`src/rtl/nx_fifo_unpacker_pkg.sv`:
```
// Shared sizing helpers for the FIFO word unpacker: slice ratio, index width,
// and the parameter legality check used at elaboration.
package nx_unpack_pkg;

    function automatic int calc_ratio(input int in_w, input int out_w);
        return (out_w > 0) ? in_w / out_w : 0;
    endfunction

    function automatic int idx_width(input int ratio);
        return (ratio > 1) ? $clog2(ratio) : 1;
    endfunction

    function automatic bit widths_ok(input int in_w, input int out_w);
        return (out_w > 0) && (in_w % out_w == 0) && (in_w / out_w >= 2);
    endfunction

    localparam int DEF_IN_WIDTH  = 128;
    localparam int DEF_OUT_WIDTH = 32;
    localparam int DEF_RATIO     = calc_ratio(DEF_IN_WIDTH, DEF_OUT_WIDTH);
    localparam int DEF_IDX_W     = idx_width(DEF_RATIO);

    typedef logic [DEF_IDX_W-1:0] slice_idx_t;

endpackage

```
`src/rtl/nx_fifo_unpacker_if.sv`:
```
// FIFO read side plus narrow valid/ready slice stream of the unpacker.
// master = unpacker, slave = FIFO/sink side.
interface nx_fifo_unpacker_if #(
    parameter int IN_WIDTH  = 128,
    parameter int OUT_WIDTH = 32
);
    localparam int IDX_W = nx_unpack_pkg::idx_width(nx_unpack_pkg::calc_ratio(IN_WIDTH, OUT_WIDTH));

    logic                 fifo_empty;
    logic [IN_WIDTH-1:0]  fifo_rdata;
    logic                 fifo_ren;
    logic                 out_valid;
    logic                 out_ready;
    logic [OUT_WIDTH-1:0] out_data;
    logic                 out_last;
    logic [IDX_W-1:0]     out_idx;

    modport master (
        input  fifo_empty, fifo_rdata, out_ready,
        output fifo_ren, out_valid, out_data, out_last, out_idx
    );

    modport slave (
        output fifo_empty, fifo_rdata, out_ready,
        input  fifo_ren, out_valid, out_data, out_last, out_idx
    );

endinterface

```
`src/rtl/nx_fifo_unpacker.sv`:
```
// Pops one wide word from a show-ahead FIFO into a holding register and emits
// it as RATIO registered slices on a valid/ready stream, no bubble between words.
module nx_fifo_unpacker
    import nx_unpack_pkg::*;
#(
    parameter int IN_WIDTH  = 128,
    parameter int OUT_WIDTH = 32,
    parameter bit MSB_FIRST = 1'b0,
    parameter int CNT_WIDTH = 16
) (
    input  logic                 clk,
    input  logic                 rst,
    input  logic                 clear,
    nx_fifo_unpacker_if.master   bus,
    output logic                 busy,
    output logic [CNT_WIDTH-1:0] pop_cnt
);
    localparam int RATIO = calc_ratio(IN_WIDTH, OUT_WIDTH);
    localparam int IDX_W = idx_width(RATIO);
    localparam logic [IDX_W-1:0] LAST_IDX = IDX_W'(RATIO - 1);

    if (!widths_ok(IN_WIDTH, OUT_WIDTH)) begin : g_bad_widths
        $error("nx_fifo_unpacker: IN_WIDTH must be a multiple of OUT_WIDTH with ratio >= 2");
    end

    logic [IN_WIDTH-1:0]  hold_q;
    logic                 hold_vld;
    logic [IDX_W-1:0]     idx_q;
    logic [CNT_WIDTH-1:0] pop_cnt_q;
    logic [IDX_W-1:0]     sel;
    logic                 accept, drain, pop;

    assign accept = hold_vld & bus.out_ready;
    assign drain  = accept & (idx_q == LAST_IDX);
    // rst gate keeps the pop strobe quiet while the FIFO is being reset too.
    assign pop    = ~rst & ~clear & ~bus.fifo_empty & (~hold_vld | drain);

    always_ff @(posedge clk or posedge rst) begin
        if (rst) begin
            hold_q    <= '0;
            hold_vld  <= 1'b0;
            idx_q     <= '0;
            pop_cnt_q <= '0;
        end else if (clear) begin
            hold_vld <= 1'b0;
            idx_q    <= '0;
        end else if (pop) begin
            hold_q    <= bus.fifo_rdata;
            hold_vld  <= 1'b1;
            idx_q     <= '0;
            pop_cnt_q <= pop_cnt_q + CNT_WIDTH'(1);
        end else if (drain) begin
            hold_vld <= 1'b0;
            idx_q    <= '0;
        end else if (accept) begin
            idx_q <= idx_q + IDX_W'(1);
        end
    end

    assign sel = MSB_FIRST ? (LAST_IDX - idx_q) : idx_q;

    assign bus.fifo_ren  = pop;
    assign bus.out_valid = hold_vld;
    assign bus.out_last  = hold_vld & (idx_q == LAST_IDX);
    assign bus.out_idx   = idx_q;
    assign bus.out_data  = hold_vld ? hold_q[sel*OUT_WIDTH +: OUT_WIDTH] : '0;
    assign busy          = hold_vld;
    assign pop_cnt       = pop_cnt_q;

endmodule

```
`src/flat_wrapper.sv`:
```
// flat-port wrapper written by rule: the top's interface ports become plain ports
module nx_fifo_unpacker_flat import nx_unpack_pkg::*;
#(
    parameter int IN_WIDTH  = 128,
    parameter int OUT_WIDTH = 32,
    parameter bit MSB_FIRST = 1'b0,
    parameter int CNT_WIDTH = 16
)
  (clk, rst, clear, busy, pop_cnt, bus_fifo_empty, bus_fifo_rdata, bus_out_ready, bus_fifo_ren, bus_out_valid, bus_out_data, bus_out_last, bus_out_idx);
  nx_fifo_unpacker_if #(.IN_WIDTH(IN_WIDTH), .OUT_WIDTH(OUT_WIDTH)) bus_i ();
  input  logic clk;
  input  logic rst;
  input  logic clear;
  output logic busy;
  output logic [CNT_WIDTH-1:0] pop_cnt;
  input wire logic [$bits(bus_i.fifo_empty)-1:0] bus_fifo_empty;
  input wire logic [$bits(bus_i.fifo_rdata)-1:0] bus_fifo_rdata;
  input wire logic [$bits(bus_i.out_ready)-1:0] bus_out_ready;
  output wire logic [$bits(bus_i.fifo_ren)-1:0] bus_fifo_ren;
  output wire logic [$bits(bus_i.out_valid)-1:0] bus_out_valid;
  output wire logic [$bits(bus_i.out_data)-1:0] bus_out_data;
  output wire logic [$bits(bus_i.out_last)-1:0] bus_out_last;
  output wire logic [$bits(bus_i.out_idx)-1:0] bus_out_idx;
  assign bus_i.fifo_empty = bus_fifo_empty;
  assign bus_i.fifo_rdata = bus_fifo_rdata;
  assign bus_i.out_ready = bus_out_ready;
  assign bus_fifo_ren = bus_i.fifo_ren;
  assign bus_out_valid = bus_i.out_valid;
  assign bus_out_data = bus_i.out_data;
  assign bus_out_last = bus_i.out_last;
  assign bus_out_idx = bus_i.out_idx;
  nx_fifo_unpacker #(.IN_WIDTH(IN_WIDTH), .OUT_WIDTH(OUT_WIDTH), .MSB_FIRST(MSB_FIRST), .CNT_WIDTH(CNT_WIDTH)) u_core (.clk(clk), .rst(rst), .clear(clear), .bus(bus_i), .busy(busy), .pop_cnt(pop_cnt));
endmodule
```
`config.mk`:
```
export PLATFORM = sky130hd
export DESIGN_NAME = nx_fifo_unpacker_flat
export DESIGN_NICKNAME = d
export VERILOG_FILES = /design/src/rtl/nx_fifo_unpacker_pkg.sv /design/src/rtl/nx_fifo_unpacker_if.sv /design/src/rtl/nx_fifo_unpacker.sv /design/src/flat_wrapper.sv
export SDC_FILE = /design/constraint.sdc
export NUM_CORES = 1
export LEC_CHECK = 0
export BUFFER_PORTS_ARGS = -buffer_cell sky130_fd_sc_hd__buf_2
export CAP_MARGIN = 10
export CORE_MARGIN = 2
export CORE_UTILIZATION = 45
export CTS_BUF_LIST = sky130_fd_sc_hd__clkbuf_2 sky130_fd_sc_hd__clkbuf_4 sky130_fd_sc_hd__clkbuf_8
export DETAILED_ROUTE_END_ITERATION = 10
export GPL_TIMING_DRIVEN = 1
export PLACE_DENSITY = 0.73
export SLEW_MARGIN = 20
export SYNTH_ARGS = -nofsm -noshare
export SYNTH_HDL_FRONTEND = slang
export SYNTH_SLANG_ARGS = --single-unit
```
`constraint.sdc`:
```
create_clock -name clk -period 5.7 [get_ports clk]
set_input_delay 1.71 -clock clk [delete_from_list [all_inputs] [get_ports clk]]
set_output_delay 1.71 -clock clk [all_outputs]
set_load 0.02 [all_outputs]
```
==> flow_summary_export.csv <==
group,metric,value,unit
timing,fin_crit_sh,75.79,%
synthesis,synth.distinct_cells,27,
cts,cts_setup_buffers,0,
worst_setup_path,crit_path_start_kind,"primary input",
power_and_ir_drop,irDropWorstVdd,167.5,uV
synthesis,ys_ff_latch,147,
cts,cts_sinks,147,
worst_setup_path,r2r_end,"u_core.hold_q[51]$_DFFE_PP0P_",
detailed_routing,first_pass_iters,4,
die,dieArea,0.01578,sq mm
min_path,min_path_cells,1,
worst_setup_path,end_kind,"output port",
timing,hold_viol_final,0,
timing,worstMarginPinSlew,886.3,ps
die,chipWidth,125.6,microns
cells_and_area,final_cell_mix,"nand2_1 (394), buf_2 (186), dfrtp_1 (145)",
cells_and_area,stdcell_count,1069,
grt,grt_pass1_vias,5189,
run,max_cap_viol_count,0,
cts,hold_buffers,0,
die,num_rows,44,
synthesis,synth_fa_ha_area_share,0.3761,%
synthesis,synthSimpleGateAreaFrac,27.81,%
timing,grt_setup_unrepaired,"false",
cts,cts_root_buf,"clkbuf_8",
detailed_routing,routedWlPerCell,14.39,microns
cells_and_area,fillCellCount,1314,
cells_and_area,multi_input_area,0.002754,sq mm
cells_and_area,design_area,0.008109,sq mm
worst_setup_path,crit_start,"rst",
worst_setup_path,rr_worst_depth,8,
die,io-pin-count,187,
place,place_congestion,0.7957,
synthesis,synthMuxAreaShare,10.98,%
detailed_routing,drt_iter0_drc,381,
synthesis,yosysWarnings,0,
worst_setup_path,reg2reg_from,"u_core.bus.out_idx[1]$_DFFE_PP0P_",
grt,grt_first_pass_wirelength,25760,microns
cts,cts_repair_resize_count,0,
synthesis,synth_compound_area_share,0.1880,%
synthesis,yosys.area_share.xor_xnor,1.974,%
synthesis,synth_top_family_by_area,"simple AND/OR/NAND/NOR gates",
timing,post-route-worst-setup-slack,1380,ps
synthesis,synthCells,699,
die,core,0.01448,sq mm
detailed_routing,final_antenna_net_count,0,
detailed_routing,avgViaCountPerCell,4.852,
timing,finalSetupTns,0,ps
synthesis,synth_fp_nets,834,
die,die_h,125.6,microns
place,portBuffers,186,
cells_and_area,fin_nets,1006,
timing,skew,11.12,ps
timing,slew_headroom,40.91,%
cts,clk_pin_slew,70,ps
cells_and_area,syn_to_final_growth,21.87,%
power_and_ir_drop,powerDensity,328.1,mW/mm^2
place,dp.cells,1036,
cts,max-clock-path-buffers,2,
detailed_routing,vias,5187,
min_path,hold_end,"u_core.pop_cnt[15]$_DFFE_PP0P_",
die,initial_core_util,45.96,%
detailed_routing,wl,15380,microns
grt,grt-ovfl-total,0,
timing,setup_viol_count_final,0,
timing,period_minus_slack,4320,ps
worst_setup_path,cp.required,3990,ps
min_path,hold_path_class,"flop to flop",
cts,tritoncts,"yes",
cts,htree_levels,4,
run_status,status,"completed",
place,pre_cts_ws,1376,ps
cts,cts_inserted_buffers,17,
worst_setup_path,arrival,2610,ps
cells_and_area,final-seq-area,0.003681,sq mm
place,hpwlAfterDp,10340,microns
worst_setup_path,reg2reg_setup_slack,2380,ps
grt,antenna_found_initial,2,
worst_setup_path,crit_type,"primary input to output port",
cells_and_area,final_common_cell,"nand2_1",
min_path,hold_start,"u_core.pop_cnt[15]$_DFFE_PP0P_",
cells_and_area,drive_gt1_share,30.09,%
timing,fmax,231.5,MHz
power_and_ir_drop,p_leak,4.432,nW
worst_setup_path,cp_max_fo,2,
detailed_routing,drc,0,
grt,grt_max_degree,102,
synthesis,synth_area,0.006654,sq mm
cts,insertion_delay,440,ps
synthesis,ys_seq_area_share,55.28,%
place,dpl_cell_area,0.007690,sq mm
grt,grt_util_all_layers,20.53,%
timing,slew_viol_final,0,
synthesis,avgSynthCellArea,9.519,sq um
through the flow:
| stage | hold slack [ps] | power, mW | utilization [%] |
|---|---|---|---|
| final | 464.8 | 2.661 | 56.01 |
| after global routing | 484.2 | 2.830 | 55.99 |
| after CTS | 468.7 | 2.696 | 55.99 |
| after detailed placement | 454.2 | 1.851 | 53.11 |
| after global placement | 452.0 | 1.830 | 53.11 |
| after floorplan | 440.3 | 1.681 | - |
routing by layer:
| layer | part of all wire, % | global-route usage (%) | routed length [microns] | vias up |
|---|---|---|---|---|
| met5 | 0.085 | 0 | 13 | - |
| met3 | 6.2 | 5.306 | 948 | 15 |
| met1 | 45 | 28.83 | 6968 | 2467 |
| met4 | 1.3 | 6.797 | 193 | 2 |
| li1 | - | - | - | 2562 |
| met2 | 47 | 31.45 | 7256 | 141 |
power by group:
part,leakage (nW),switching [mW],internal [mW]
Combinational,2.38,0.249,0.217
Clock,0.213,0.382,0.456
Sequential,1.84,0.119,1.24
how the worst max path moves through the flow:
stage                                                   end  depth (start not counted)
final                                          bus_fifo_ren                          4
after global routing                       bus_out_data[15]                          4
after CTS                                  bus_out_data[13]                          4
after detailed placement                       bus_fifo_ren                          4
after global placement                         bus_fifo_ren                          4
after floorplan           u_core.bus.out_idx[0]$_DFFE_PP0P_                          1
cells by family after synthesis:
group | count (synthesis)
and+or+nand+nor | 453
DFF | 147
buffers and inverters | 47
muxes | 33
xor gates and xnor gates | 15
AOI/OAI and AO/OA | 2
adders and majority gates | 2
flip-flops by register name, indices dropped and copies added, names as in the netlist:
register	cells
u_core.bus.out_idx	2
u_core.bus.out_valid	1
u_core.hold_q	128
u_core.pop_cnt	16
cell usage after synthesis, drive strengths merged:
cell    count  share of area, %
a21boi      1              0.11
a21oi       1             0.075
and2       33               3.1
and4        1              0.13
buf        29               2.4
clkbuf     13              0.73
dfrtp     147                55
ha          2              0.38
inv         5              0.28
mux2i       1              0.15
mux4       32                11
nand2     394                22
nand2b      1             0.094
nand3       4              0.30
nand4       3              0.28
nor2        1             0.056
nor3        7              0.53
nor4        7              0.88
or2         1             0.094
or4         1              0.11
xnor2       6              0.79
xor2        9               1.2
critical path, stage by stage:
cell and delay [ps]:
buf_2 130, or4_4 560, inv_4 60, buf_2 150
layout make-up:
class / instances / area share [%]
inverter: 5 / 0.3240
clock inverter: 9 / 1.234
sequential: 147 / 45.39
multi-input combinational: 505 / 33.96
timing repair buffer: 195 / 12.31
tap: 184 / 2.839
antenna: 1 / 0.03086
clock buffer: 23 / 3.904
(Power assumes the default switching activity.)
